--- src/rtl/uart_tx.sv ---
`default_nettype none
// ============================================================================
// Module   : uart_tx
// Purpose  : 8-bit UART transmitter. One start bit (0), eight data bits sent
//            LSB first, an optional even-parity bit and one stop bit (1).
//            Every bit is held for CLKS_PER_BIT clock cycles.
// Ports    : clk      - system clock, rising edge
//            reset    - synchronous active-high reset
//            tx_data  - byte to send, sampled only when a start is accepted
//            tx_start - request to send tx_data
//            tx_ready - high while idle, i.e. when tx_start will be accepted
//            tx_done  - one-cycle pulse on the first idle cycle after a frame
//            tx       - registered serial line, idles high
// Config   : define UART_TX_PARITY_EN to insert an even-parity bit after the
//            data bits (frame becomes 11 bit times instead of 10).
// Revision : 1.0 - initial release
// ============================================================================
module uart_tx #(
    parameter int CLKS_PER_BIT = 434
) (
    input  logic       clk,
    input  logic       reset,
    input  logic [7:0] tx_data,
    input  logic       tx_start,
    output logic       tx_ready,
    output logic       tx_done,
    output logic       tx
);

    // Counter is just wide enough to hold CLKS_PER_BIT-1.
    localparam int                    c_BAUD_W    = (CLKS_PER_BIT > 1) ? $clog2(CLKS_PER_BIT) : 1;
    localparam logic [c_BAUD_W-1:0]   c_BAUD_LAST = c_BAUD_W'(CLKS_PER_BIT - 1);
    localparam logic [c_BAUD_W-1:0]   c_BAUD_ONE  = c_BAUD_W'(1);

    localparam logic [2:0] c_S_IDLE   = 3'd0;
    localparam logic [2:0] c_S_START  = 3'd1;
    localparam logic [2:0] c_S_DATA   = 3'd2;
`ifdef UART_TX_PARITY_EN
    localparam logic [2:0] c_S_PARITY = 3'd3;
`endif
    localparam logic [2:0] c_S_STOP   = 3'd4;

    logic [2:0]          r_state;
    logic [c_BAUD_W-1:0] r_baud_cnt;
    logic [2:0]          r_bit_cnt;
    logic [7:0]          r_shift;
    logic                r_tx;
    logic                r_done;

    logic [2:0]          w_state_nxt;
    logic [c_BAUD_W-1:0] w_baud_nxt;
    logic [2:0]          w_bit_nxt;
    logic [7:0]          w_shift_nxt;
    logic                w_bit_end;
    logic                w_tx_nxt;
    logic                w_done_nxt;

`ifdef UART_TX_PARITY_EN
    // Parity is taken from the byte at acceptance, since the shift register
    // no longer holds it by the time the parity bit goes out.
    logic                r_parity;
    logic                w_parity_nxt;
`endif

    assign w_bit_end = (r_baud_cnt == c_BAUD_LAST);

    // ------------------------------------------------------------------
    // State register (also holds the datapath and registered outputs)
    // ------------------------------------------------------------------
    always_ff @(posedge clk) begin
        if (reset) begin
            r_state    <= c_S_IDLE;
            r_baud_cnt <= '0;
            r_bit_cnt  <= '0;
            r_shift    <= '0;
            r_tx       <= 1'b1;
            r_done     <= 1'b0;
`ifdef UART_TX_PARITY_EN
            r_parity   <= 1'b0;
`endif
        end else begin
            r_state    <= w_state_nxt;
            r_baud_cnt <= w_baud_nxt;
            r_bit_cnt  <= w_bit_nxt;
            r_shift    <= w_shift_nxt;
            r_tx       <= w_tx_nxt;
            r_done     <= w_done_nxt;
`ifdef UART_TX_PARITY_EN
            r_parity   <= w_parity_nxt;
`endif
        end
    end

    // ------------------------------------------------------------------
    // Next-state logic
    // ------------------------------------------------------------------
    always_comb begin
        w_state_nxt  = r_state;
        w_bit_nxt    = r_bit_cnt;
        w_shift_nxt  = r_shift;
        // Counter restarts at every bit boundary, otherwise counts up.
        w_baud_nxt   = w_bit_end ? '0 : (r_baud_cnt + c_BAUD_ONE);
`ifdef UART_TX_PARITY_EN
        w_parity_nxt = r_parity;
`endif
        case (r_state)
            c_S_IDLE: begin
                w_baud_nxt = '0;
                if (tx_start) begin
                    w_state_nxt  = c_S_START;
                    w_bit_nxt    = '0;
                    w_shift_nxt  = tx_data;
`ifdef UART_TX_PARITY_EN
                    w_parity_nxt = ^tx_data;
`endif
                end
            end
            c_S_START: begin
                if (w_bit_end) begin
                    w_state_nxt = c_S_DATA;
                end
            end
            c_S_DATA: begin
                if (w_bit_end) begin
                    w_shift_nxt = {1'b0, r_shift[7:1]};
                    if (r_bit_cnt == 3'd7) begin
`ifdef UART_TX_PARITY_EN
                        w_state_nxt = c_S_PARITY;
`else
                        w_state_nxt = c_S_STOP;
`endif
                        w_bit_nxt   = '0;
                    end else begin
                        w_bit_nxt   = r_bit_cnt + 3'd1;
                    end
                end
            end
`ifdef UART_TX_PARITY_EN
            c_S_PARITY: begin
                if (w_bit_end) begin
                    w_state_nxt = c_S_STOP;
                end
            end
`endif
            c_S_STOP: begin
                if (w_bit_end) begin
                    w_state_nxt = c_S_IDLE;
                end
            end
            default: begin
                w_state_nxt = c_S_IDLE;
                w_baud_nxt  = '0;
            end
        endcase
    end

    // ------------------------------------------------------------------
    // Output logic: decoded from the next state so tx can be a flop that
    // changes on the same edge as the state.
    // ------------------------------------------------------------------
    always_comb begin
        w_tx_nxt = 1'b1;
        case (w_state_nxt)
            c_S_START:  w_tx_nxt = 1'b0;
            c_S_DATA:   w_tx_nxt = w_shift_nxt[0];
`ifdef UART_TX_PARITY_EN
            c_S_PARITY: w_tx_nxt = w_parity_nxt;
`endif
            default:    w_tx_nxt = 1'b1;
        endcase
        w_done_nxt = (r_state == c_S_STOP) && w_bit_end;
    end

    // Ready includes the tx_done cycle, so back-to-back frames need no gap.
    assign tx_ready = (r_state == c_S_IDLE);
    assign tx_done  = r_done;
    assign tx       = r_tx;

endmodule
`default_nettype wire
--- config.mk ---
export PLATFORM = sky130hd
export DESIGN_NAME = uart_tx
export DESIGN_NICKNAME = d
export VERILOG_FILES = /design/src/rtl/uart_tx.sv
export SDC_FILE = /design/constraint.sdc
export NUM_CORES = 1
export LEC_CHECK = 0
export CAP_MARGIN = 30
export CORE_ASPECT_RATIO = 0.7
export CORE_UTILIZATION = 57
export DETAILED_ROUTE_END_ITERATION = 6
export HOLD_SLACK_MARGIN = 0.15
export PLACE_DENSITY = 0.82
export SLEW_MARGIN = 30
export SYNTH_ARGS = -nofsm -noshare
export SYNTH_HDL_FRONTEND = slang
export SYNTH_SLANG_ARGS = --single-unit
export TNS_END_PERCENT = 5
--- constraint.sdc ---
create_clock -name clk -period 3 [get_ports clk]
set_input_delay 0.9 -clock clk [delete_from_list [all_inputs] [get_ports clk]]
set_output_delay 0.9 -clock clk [all_outputs]
set_load 0.02 [all_outputs]
==> results of run 1 <==
==> worst min-delay path by stage <==
stage | startpoint | endpoint | slack, ns | cells past startpoint
after floorplan | r_bit_cnt[2] | r_bit_cnt[2] | 0.43 | 2
after global placement | r_bit_cnt[1] | r_bit_cnt[1] | 0.45 | 2
after detailed placement | r_shift[2] | r_shift[2] | 0.45 | 2
after CTS | r_shift[2] | r_shift[2] | 0.47 | 2
after global routing | r_bit_cnt[1] | r_bit_cnt[1] | 0.49 | 2
final | r_shift[2] | r_shift[2] | 0.47 | 2
==> worst reg2reg max path: stages, from the launching register on <==
cell and delay, ns:
dfxtp_1 0.39, or4b_4 0.57, nor3_4 0.49, nor2_2 0.21, or4_1 0.43, a21oi_1 0.15
==> synthesized netlist by cell type (3+ instances only) <==
library cell / instances
nor2_1: 14
nand2_1: 13
a22oi_1: 8
dfxtp_1: 25
nor2b_1: 4
ha_1: 4
a21oi_1: 9
xor2_1: 4
xnor2_1: 3
clkbuf_1: 4
nand3_1: 4
inv_1: 3
==> sequential cells by signal, indices dropped and copies added, names as in the netlist <==
| name | count |
|---|---|
| r_baud_cnt | 9 |
| r_shift | 8 |
| r_bit_cnt | 3 |
| r_state | 3 |
| tx | 1 |
| tx_done | 1 |
==> power groups by stage <==
stage / logic, uW / registers, uW / clock network (uW)
after floorplan: 29.9 / 356 / 0
after global placement: 55.8 / 356 / 0
after detailed placement: 58.2 / 356 / 0
after CTS: 58.7 / 349 / 153
after global routing: 64.8 / 351 / 166
final: 58.4 / 349 / 155
==> through the flow <==
step	hold slack (ns)	instance area [sq um]	total power, uW	worst slack, ns
after floorplan	0.430	1120	386	0.973
after global placement	0.445	1260	412	0.573
after detailed placement	0.448	1270	415	0.573
after CTS	0.467	1300	561	0.490
after global routing	0.486	1300	582	0.377
final	0.467	1300	563	0.488
==> layer usage <==
layer	routed length (um)	vias up
met4	13	0
met1	1040	441
met5	0	-
met3	117	2
li1	-	473
met2	1000	32
==> kinds of logic after synthesis <==
| logic type | share of synthesized area (%) |
|---|---|
| simple gates | 25.6 |
| buf+inv | 3.36 |
| flops | 44.8 |
| fa+ha+maj | 4.48 |
| compound gates | 16.2 |
| xor+xnor | 5.49 |
==> final cells by class <==
class | instances | area share [%]
Sequential cell | 25 | 38.6
Multi-Input combinational cell | 91 | 45.2
Clock buffer | 3 | 1.74
Tap cell | 21 | 2.03
Timing Repair Buffer | 15 | 11.2
Inverter | 3 | 0.868
Clock inverter | 1 | 0.386
==> out/qor.yml, run 1 <==
core_sq_um: 1710
clkSlewWorstSetupHoldPaths_ns: 0.14
switching_share_pct: 24.9
slew-limit-headroom_pct: 53.5
utilization_pct: 75.8
rsz0062_at_grt: "no"
rrSetupSlack_ns: 0.71
start_kind: "flip-flop"
grt_max_degree: 17
crit_family: "buffers and inverters"
layout_commonest_cell: "dfxtp_1"
cts.sinks: 25
drive_gt1_share_pct: 7.97
cts_buffers: 3
fillers: 132
postCtsSetupBuffers: 0
finClkSkew_ns: 0.00356
num_rows: 12
worstReg2RegEnd: "r_bit_cnt[0]"
post_drt_via_cell_ratio: 5.96
ff2ff_path_depth: 5
ys_warn_count: 0
worst_setup_path_end_kind: "primary output"
p_int_uw: 423
clkLatencyLatePin_ns: 0.32
syn_inst: 124
synth_fp_nets: 139
setup_violations: 0
fmax_mhz: 398
synth-seq-cells: 25
grt-ovfl-total: 0
met2_usage_pct: 42.8
placedCellCount: 155
setup_tns_ns: 0
dieWidth_um: 54.9
hold_path.class: "reg2reg"
critPathArrivalTime_ns: 1.61
synth_edf_count: 0
start_util_pct: 65.3
n_antenna_cell: 0
wl_per_cell_um: 13.6
multi_input_area_sq_um: 587
yosysSeqAreaShare_pct: 44.8
worstMarginPinSlew_ns: 0.696
regArea_sq_um: 500
layout_common_cells: "dfxtp_1, nor2_1, nand2_1, clkdlybuf4s50_1, a21oi_1"
hpwl_mm: 1.54
cpPeakStageDelay_ns: 0.63
cts_tree: "done"
use_met3_pct: 8.24
leakage_uw: 0.000471
vias: 948
synth.avg_cell_area_sq_um: 9.01
grt_pass1_vias: 845
drcViolationCount: 0
period_share_pct: 83.7
outcome: "finished clean"
die_y_um: 39.0
cts.repair.resized: 0
synth_top_area_share_pct: 44.8
grt_first_pass_wirelength_mm: 3.72
crit_path_cell_trace: "nor3_1, clkdlybuf4s50_1"
async_reset_ff_share_pct: 0
port_buffers: 13
powerDensity_nw_per_um2: 434
stdcell_count: 159
p_switching_uw: 140
worst-setup-path-type: "reg2out"
critPathBufInv: 1
gp_congestion: 0.815
clockBufferDepth: 2
maxCapViolCount: 0
groute.usage.overall_pct: 25.4
slew_violations: 0
crit_path_max_fanout: 8
grt.busiest_layer: "met2"
slowest_stage: "clkdlybuf4s50_1"
firstDrtPassIters: 4
fin_crit_ns: 2.51
antenna_found_initial: 0
die_area_sq_um: 2140
hold_buffers: 0
h-tree-depth: 1
power.share.sequential_pct: 62.1
pwr-share-comb_pct: 10.4
wl_mm: 2.17
critical_path.startpoint: "r_state[2]"
synthDistinctLibCells: 36
area_growth_pct: 16.1
cts_root_buf: "clkbuf_4"
synth_ff_type: "dfxtp_1"
peakVddDrop_uv: 331
worst_ep_required_time_ns: 2.10
ios: 14
clkPwrFrac_pct: 27.5
synth_area_leader_cell: "dfxtp_1"
nets: 154
synth_area_leaders: "dfxtp_1, a22oi_1, nor2_1"
hold_viol: 0
critical_path.endpoint: "tx_ready"
synthesis.area_sq_um: 1120
first_iter_violations: 38
cp.depth: 2
postRouteAntennaNets: 0
grtUsageMet1_pct: 31.3
crit-reg2reg-launch: "r_baud_cnt[6]"
No activity file was read; power rests on OpenSTA's default activity.
==> run 2: changes to the inputs <==
- CORE_UTILIZATION: 57 -> 48
- PLACE_DENSITY: 0.82 -> 0.73
- clock period: 3 -> 2.13 ns (I/O delays scaled with it)
==> run 2 against run 1 <==
Compared with the run above: critical path depth rose by 3; core utilization fell by 14 points; routed wire length rose by 7.5%; register-to-register slack got worse by 0.57 ns; final cell count rose by 10%; sequential share of layout area fell by 1.4 points; die area rose by 18%; via count fell by 0.21%; clock skew rose by 0.0098 ns; setup slack got worse by 0.35 ns; highest routed layer unchanged.
==> out/qor.yml, run 2 (synthesis results as in run 1) <==
finClkSkew_ns: 0.0133  # was 0.00356 ns
largest_reg_flops: 9  # unchanged
worst_setup_path_end_kind: "flip-flop"  # was primary output
grt-ovfl-total: 0  # unchanged
rsz0062_at_grt: "no"  # unchanged
grt_first_pass_wirelength_mm: 4.03  # was 3.72 mm
antenna_found_initial: 0  # unchanged
first_iter_violations: 57  # was 38
cts_root_buf: "clkbuf_4"  # unchanged
groute.usage.overall_pct: 21.4  # was 25.4%
grt_pass1_vias: 925  # was 845
worst_ep_required_time_ns: 2.36  # was 2.10 ns
die_area_sq_um: 2530  # was 2140 sq um
hold_start: "r_shift[5]"  # was r_shift[2]
grtUsageMet1_pct: 29.6  # was 31.3%
ff2ff_path_depth: 5  # unchanged
cts.sinks: 25  # unchanged
die_y_um: 42.4  # was 39.0 um
leakage_uw: 0.000494  # was 0.000471 uW
slew_violations: 0  # unchanged
n_antenna_cell: 0  # unchanged
gp_congestion: 0.817  # was 0.815
post_drt_via_cell_ratio: 5.41  # was 5.96
hold_viol: 0  # unchanged
postCtsSetupBuffers: 0  # unchanged
top_regs: "r_baud_cnt x9, r_shift x8"  # unchanged
hold_buffers: 0  # unchanged
powerDensity_nw_per_um2: 588  # was 434 nW/um^2
whs_path_depth: 2  # unchanged
clkLatencyLatePin_ns: 0.32  # about the same
start_util_pct: 51.4  # was 65.3%
drcViolationCount: 0  # unchanged
largest-register: "r_baud_cnt"  # unchanged
setup_violations: 0  # unchanged
drive_gt1_share_pct: 10.5  # was 7.97%
fmax_mhz: 502
vias: 946  # was 948
firstDrtPassIters: 4  # unchanged
cts.repair.resized: 1  # was 0
dieWidth_um: 59.7  # was 54.9 um
fin_crit_ns: 1.99
area_growth_pct: 20.5  # was 16.1%
period_share_pct: 93.5
hpwl_mm: 1.70  # was 1.54 mm
rrSetupSlack_ns: 0.14  # was 0.71 ns
pre_cts_slack_ns: -0.0209  # was 0.573 ns
crit-reg2reg-launch: "r_state[1]"  # was r_baud_cnt[6]
wl_mm: 2.33  # was 2.17 mm
num_rows: 14  # was 12
cts_buffers: 3  # unchanged
nets: 159  # was 154
outcome: "finished clean"  # unchanged
wl_per_cell_um: 13.3  # was 13.6 um
setup_ws_ns: 0.137  # was 0.488 ns
worstReg2RegEnd: "tx"  # was r_bit_cnt[0]
peakVddDrop_uv: 437  # was 331 uV
core_sq_um: 2170  # was 1710 sq um
met2_usage_pct: 31.8  # was 42.8%
layout_common_cells: "dfxtp_1, nor2_1, nand2_1, clkdlybuf4s50_1, a21oi_1"  # unchanged
ios: 14  # unchanged
critical_path.startpoint: "r_state[1]"  # was r_state[2]
whs_ns: 0.465  # was 0.467 ns
hold_path.class: "reg2reg"  # unchanged
grt_max_degree: 14  # was 17
postRouteAntennaNets: 0  # unchanged
min_to: "r_shift[5]"  # was r_shift[2]
crit_path_max_fanout: 7  # was 8
layout_commonest_cell: "dfxtp_1"  # unchanged
h-tree-depth: 1  # unchanged
start_kind: "flip-flop"  # unchanged
clockBufferDepth: 2  # unchanged
cts_tree: "done"  # unchanged
maxCapViolCount: 0  # unchanged
clkSlewWorstSetupHoldPaths_ns: 0.14  # about the same
use_met3_pct: 5.86  # was 8.24%
critPathArrivalTime_ns: 2.22  # was 1.61 ns
slew-limit-headroom_pct: 55.0  # was 53.5%
port_buffers: 13  # unchanged
worstMarginPinSlew_ns: 0.675  # was 0.696 ns
worst-setup-path-type: "reg2reg"  # was reg2out
grt.busiest_layer: "met2"  # unchanged
[run 2: cell type report]
type                            count  area (sq um)
Clock buffer                        4          26.3
Fill cell                         196           826
Inverter                            3          11.3
Multi-Input combinational cell     91           587
Sequential cell                    25           500
Tap cell                           32          40.0
Timing Repair Buffer               20           181
[run 2: routing by layer]
layer | vias up | part of all wire [%]
met5 | - | 0
met4 | 0 | 1.7
met3 | 6 | 4.3
met2 | 25 | 44
met1 | 434 | 50
li1 | 481 | -
[run 2: worst max path at each step]
stage	to	slack (ns)
after global routing	tx	0.03
final	tx	0.14
after floorplan	tx	0.10
after CTS	tx_ready	0.13
after detailed placement	tx	-0.02
after global placement	tx	-0.008
[run 2: stage by stage]
| step | util, % | area, sq um | TNS [ns] | cells | total power [uW] |
|---|---|---|---|---|---|
| finish | 62.0 | 1350 | 0 | 175 | 792 |
| global route | 62.0 | 1350 | 0 | 175 | 832 |
| CTS | 62.0 | 1350 | 0 | 175 | 798 |
| detailed placement | 60.8 | 1320 | -0.0211 | 171 | 590 |
| global placement | 60.5 | 1310 | -0.00803 | 171 | 586 |
| floorplan | - | 1120 | 0 | 124 | 544 |
[run 2: where the power goes]
group,internal [uW],switching [uW]
Sequential,482,9.67
Clock,73.3,140
Combinational,45.0,41.8
Total,600,192
[run 2: worst max-delay path, stage by stage, from the launching register on]
cell and delay, ns:
dfxtp_1 0.46, or3b_2 0.51, nor3_4 0.24, nor3b_1 0.11, o31a_1 0.28, or3_1 0.29
